<file path="src/rtl/str_ds_frame_ctrl_pkg.sv">
// Shared types and defaults for the streaming down-sample chain controllers.
//   ds_ctrl_state_t : acquisition controller states (idle, settle, stream)
//   DS_FRAME_LEN    : default samples per output frame
//   DS_SETTLE       : default number of chain outputs discarded after a start
package str_ds_frame_ctrl_pkg;

  typedef enum logic [1:0] {
    S_IDLE   = 2'd0,
    S_SETTLE = 2'd1,
    S_STREAM = 2'd2
  } ds_ctrl_state_t;

  localparam int DS_FRAME_LEN = 16000;
  localparam int DS_SETTLE    = 64;

endpackage

</file>
<file path="src/rtl/str_ds_frame_ctrl.sv">
// Acquisition controller sitting between the down-sample chain output and the
// DMA/packet sink. On start it enables the chain, throws away the filter
// settling transient, then passes the decimated stream through in fixed-length
// frames marked with tlast, either once or continuously until a stop request.
//
// Ports:
//   clk, rst                 : single clock, synchronous active-high reset
//   cfg_start / cfg_stop     : one-cycle control pulses
//   cfg_continuous           : repeat frames until stop (captured at start)
//   chain_en                 : enables ADC valid into the chain
//   s_axis_*                 : decimated stream from the final FIR
//   m_axis_*                 : framed stream to the sink
//   busy                     : controller is not idle
//   frame_done               : one-cycle pulse after each completed frame
//   frame_count              : frames completed since the last start (wraps)
module str_ds_frame_ctrl
  import str_ds_frame_ctrl_pkg::*;
#(
  parameter int DW        = 24,
  parameter int FRAME_LEN = DS_FRAME_LEN,
  parameter int SETTLE    = DS_SETTLE,
  parameter int FC_W      = 16
) (
  input  logic            clk,
  input  logic            rst,
  input  logic            cfg_start,
  input  logic            cfg_stop,
  input  logic            cfg_continuous,
  output logic            chain_en,
  input  logic [DW-1:0]   s_axis_tdata,
  input  logic            s_axis_tvalid,
  output logic            s_axis_tready,
  output logic [DW-1:0]   m_axis_tdata,
  output logic            m_axis_tvalid,
  input  logic            m_axis_tready,
  output logic            m_axis_tlast,
  output logic            busy,
  output logic            frame_done,
  output logic [FC_W-1:0] frame_count
);

  localparam int SAMP_W   = $clog2(FRAME_LEN);
  localparam int SETTLE_W = $clog2(SETTLE + 1);

  localparam logic [SAMP_W-1:0]   SAMP_LAST   = SAMP_W'(FRAME_LEN - 1);
  localparam logic [SETTLE_W-1:0] SETTLE_LAST = SETTLE_W'(SETTLE - 1);

  ds_ctrl_state_t      state;
  logic [SAMP_W-1:0]   samp_cnt;
  logic [SETTLE_W-1:0] settle_cnt;
  logic                cont_q;
  logic                stop_pend;
  logic                stream_beat;
  logic                last_beat;
  logic                keep_streaming;

  // A streamed beat needs both the chain and the sink; s_axis_tready mirrors
  // the sink in STREAM, so this is also the chain-side handshake.
  assign stream_beat = (state == S_STREAM) && s_axis_tvalid && m_axis_tready;
  assign last_beat   = stream_beat && (samp_cnt == SAMP_LAST);

  // A stop arriving on the very cycle of the last beat still ends the run.
  assign keep_streaming = cont_q && !stop_pend && !cfg_stop;

  // Zero-latency pass-through while streaming; otherwise the chain output is
  // drained (ready held high) and nothing is presented to the sink.
  assign m_axis_tdata = s_axis_tdata;

  always_comb begin
    s_axis_tready = 1'b1;
    m_axis_tvalid = 1'b0;
    m_axis_tlast  = 1'b0;
    if (state == S_STREAM) begin
      s_axis_tready = m_axis_tready;
      m_axis_tvalid = s_axis_tvalid;
      m_axis_tlast  = (samp_cnt == SAMP_LAST);
    end
  end

  // Controller FSM with its counters and registered status outputs.
  // chain_en and busy are loaded alongside the state so they track it exactly.
  always_ff @(posedge clk) begin
    if (rst) begin
      state       <= S_IDLE;
      samp_cnt    <= '0;
      settle_cnt  <= '0;
      cont_q      <= 1'b0;
      stop_pend   <= 1'b0;
      chain_en    <= 1'b0;
      busy        <= 1'b0;
      frame_done  <= 1'b0;
      frame_count <= '0;
    end else begin
      frame_done <= 1'b0;
      case (state)
        S_IDLE: begin
          if (cfg_start) begin
            state       <= S_SETTLE;
            chain_en    <= 1'b1;
            busy        <= 1'b1;
            settle_cnt  <= '0;
            samp_cnt    <= '0;
            frame_count <= '0;
            stop_pend   <= 1'b0;
            cont_q      <= cfg_continuous;
          end
        end

        S_SETTLE: begin
          if (cfg_stop) begin
            state    <= S_IDLE;
            chain_en <= 1'b0;
            busy     <= 1'b0;
          end else if (s_axis_tvalid) begin
            settle_cnt <= settle_cnt + 1'b1;
            if (settle_cnt == SETTLE_LAST) begin
              state <= S_STREAM;
            end
          end
        end

        S_STREAM: begin
          if (cfg_stop) begin
            stop_pend <= 1'b1;
          end
          if (last_beat) begin
            samp_cnt    <= '0;
            frame_done  <= 1'b1;
            frame_count <= frame_count + 1'b1;
            if (!keep_streaming) begin
              state    <= S_IDLE;
              chain_en <= 1'b0;
              busy     <= 1'b0;
            end
          end else if (stream_beat) begin
            samp_cnt <= samp_cnt + 1'b1;
          end
        end

        default: begin
          state    <= S_IDLE;
          chain_en <= 1'b0;
          busy     <= 1'b0;
        end
      endcase
    end
  end

endmodule

</file>
<file path="config.mk">
export PLATFORM = sky130hd
export DESIGN_NAME = str_ds_frame_ctrl
export DESIGN_NICKNAME = d
export VERILOG_FILES = /design/src/rtl/str_ds_frame_ctrl_pkg.sv /design/src/rtl/str_ds_frame_ctrl.sv
export SDC_FILE = /design/constraint.sdc
export NUM_CORES = 1
export LEC_CHECK = 0
export ABC_AREA = 1
export CAP_MARGIN = 0
export CORE_UTILIZATION = 47
export CTS_CLUSTER_DIAMETER = 200
export DETAILED_ROUTE_END_ITERATION = 8
export HOLD_SLACK_MARGIN = 0.03
export PLACE_DENSITY_LB_ADDON = 0.12
export SLEW_MARGIN = 25
export SYNTH_ARGS = -nofsm -noshare
export SYNTH_HDL_FRONTEND = slang
export SYNTH_SLANG_ARGS = --single-unit
</file>
<file path="constraint.sdc">
create_clock -name clk -period 1.7 [get_ports clk]
set_input_delay 0.255 -clock clk [delete_from_list [all_inputs] [get_ports clk]]
set_output_delay 0.255 -clock clk [all_outputs]
set_load 0.005 [all_outputs]
</file>
==> impl_metrics.csv <==
group,metric,value,unit
timing,rsz0062_at_grt,"false",
timing,max_freq,606,MHz
yosys,yosys_warnings,0,
yosys,synth_seq_cells,43,
timing,finalCritPeriodShare,0.971,
clock_network,root_buffer,"clkbuf_8",
timing,slew_headroom,0.789,
finish,final_common_cell,"nand2_1",
yosys,ys_seq_area_frac,0.349,
power_and_ir_drop,power.leakage,1.10,nW
floorplanning,boundaryPins,77,
clock_network,clkSlewWorstSetupHoldPaths,0.08,ns
finish,regArea,867,um^2
global_routing,grt_pass1_wl,8.40,mm
power_and_ir_drop,power.density,722,nW/um^2
finish,multi_input_area,1250,um^2
floorplanning,placementRows,25,
clock_network,clk_latency,0.30,ns
global_routing,grt_pass1_vias,1999,
worst_setup_path,critPathLaunchType,"register",
floorplanning,coreArea,4880,um^2
floorplanning,dieArea,5540,um^2
worst_setup_path,critical_path.max_fanout,2,
job,maxCapViolations,0,
yosys,avgSynthCellArea,7.03,um^2
drt,vias,2192,
finish,design_area,2880,um^2
yosys,syn_area,2470,um^2
status,status,"finished clean",
worst_setup_path,critPathKind,"reg2out",
floorplanning,die_x,74.4,um
placement,portBuffers,28,
timing,fin_skew,0.00399,ns
worst_setup_path,required,1.44,ns
placement,place_area,2730,um^2
yosys,synth_fp_nets,385,
global_routing,overflow,0,
timing,fin_tns_setup,0,ns
hold_path,hold_class,"reg2reg",
drt,antenna_left,0,
timing,hold_violations,0,
power_and_ir_drop,max-vdd-ir-drop,0.378,mV
finish,fillCellCount,500,
clock_network,clk_path_buf_depth,2,
yosys,synthFlopType,"dfxtp_1",
timing,setup_viol,0,
drt,wl_per_cell,11.4,um
finish,syn_to_final_growth,16.8,%
floorplanning,start_util,0.505,
timing,slew_violations,0,
timing,min_period,1.65,ns
drt,via_per_inst,4.90,
global_routing,grt_start_max_net_pins,27,
clock_network,cts.sinks,43,
yosys,syn_inst,351,
finish,diodes,0,
drt,drc,0,
clock_network,hold_buffers,0,
drt,first_iter_violations,76,
finish,num-nets-final,413,
placement,gp_congestion,0.807,
yosys,synth_cell_types,35,
drt,dr.pass1.iters,4,
drt,wl,5.11,mm
clock_network,tritoncts,"built",
timing,fin_hold_ws,0.470,ns
worst_setup_path,cp-end-kind,"output pin",
global_routing,track_usage,0.196,
worst_setup_path,crit_arrival,1.40,ns
clock_network,numCtsBuffers,5,
finish,final_cell_mix,"nand2_1, nor2_1, dfxtp_1",
timing,tightest_slew,0.312,ns
worst_setup_path,ff2ff_setup_slack,0.13,ns
clock_network,htreeDepth,2,
yosys,async_flop_share,0,
placement,dp_hpwl,3.75,mm
finish,drive_gt1_frac,0.197,
floorplanning,die_h,74.4,um
yosys,synth-edff-count,0,
finish,post-route-util,0.591,
global_routing,antenna_found_initial,0,
metrics by stage:
| stage | std cells | setup WS (ns) | power (W) |
|---|---|---|---|
| finish | 447 | 0.0489 | 0.00208 |
| global route | 447 | 0.00314 | 0.00218 |
| CTS | 445 | 0.00902 | 0.00209 |
| detailed placement | 436 | -0.0434 | 0.00145 |
| global placement | 436 | -0.0435 | 0.00145 |
| floorplan | 351 | 0.297 | 0.00137 |
synthesized netlist by cell type (4+ instances only):
cell type / n / share of area
o21ai_0: 8 / 0.016
inv_2: 6 / 0.0091
nand4_1: 4 / 0.010
a21oi_2: 4 / 0.014
nor2_2: 6 / 0.015
inv_1: 35 / 0.053
nand2_1: 72 / 0.11
dfxtp_1: 43 / 0.35
nor2_1: 53 / 0.081
buf_4: 25 / 0.076
xor2_1: 6 / 0.021
nor3_1: 7 / 0.014
nand3_1: 26 / 0.053
a21oi_1: 22 / 0.045
nand2_2: 7 / 0.018
sequential cells by signal, summed over array words and instances (netlist names):
name	cells
cont_q	1
frame_count	16
busy	1
stop_pend	1
samp_cnt	14
state	2
frame_done	1
settle_cnt	7
cell families (layout without fill, tap and decap cells):
| family | Yosys count | count (layout) | synth area share |
|---|---|---|---|
| simple gates | 188 | 189 | 0.358 |
| buf+inv | 71 | 99 | 0.161 |
| flops | 43 | 43 | 0.349 |
| compound gates | 38 | 38 | 0.0883 |
| xor+xnor | 8 | 8 | 0.0284 |
| fa+ha+maj | 3 | 3 | 0.0152 |
routing by layer:
layer / track usage / vias up / routed length (um)
li1: - / 1143 / -
met1: 0.242 / 989 / 2320
met2: 0.337 / 45 / 2460
met3: 0.0352 / 15 / 238
met4: 0.0755 / 0 / 91
met5: 0 / - / 0
worst max-delay path, cell delays in order (launching register included):
cell           delay (ns)
dfxtp_2              0.34
inv_2                0.05
nor2_4               0.11
inv_1                0.07
nor4_1               0.26
dlygate4sd2_1        0.26
layout make-up:
class	count	area share
timing repair buffer	49	0.152
tap	67	0.0291
multi-input combinational	238	0.435
clock inverter	3	0.00521
clock buffer	5	0.0239
inverter	42	0.0547
sequential	43	0.301
worst paths after layout:
check	start	to	cells after the start
setup reg to reg	frame_count[0]	frame_count[10]	8
hold reg to reg	settle_cnt[4]	settle_cnt[4]	2
setup / recovery	state[1]	m_axis_tlast	5
hold / removal	settle_cnt[4]	settle_cnt[4]	2
power by group:
group | switching [W] | internal [W] | leakage (nW) | total, W
logic | 0.000220 | 0.000162 | 0.707 | 0.000382
registers | 0.0000253 | 0.00104 | 0.350 | 0.00106
clock network | 0.000355 | 0.000281 | 0.0477 | 0.000636
timing repair:
| action | CTS | global route |
|---|---|---|
| setup endpoints to repair | 3 | 7 |
| pin swaps | 1 | 1 |
| setup buffers | 1 | 1 |
| cloned | 0 | 1 |
| gates resized for setup | 6 | 11 |
Power figures use the tool's default switching activity.
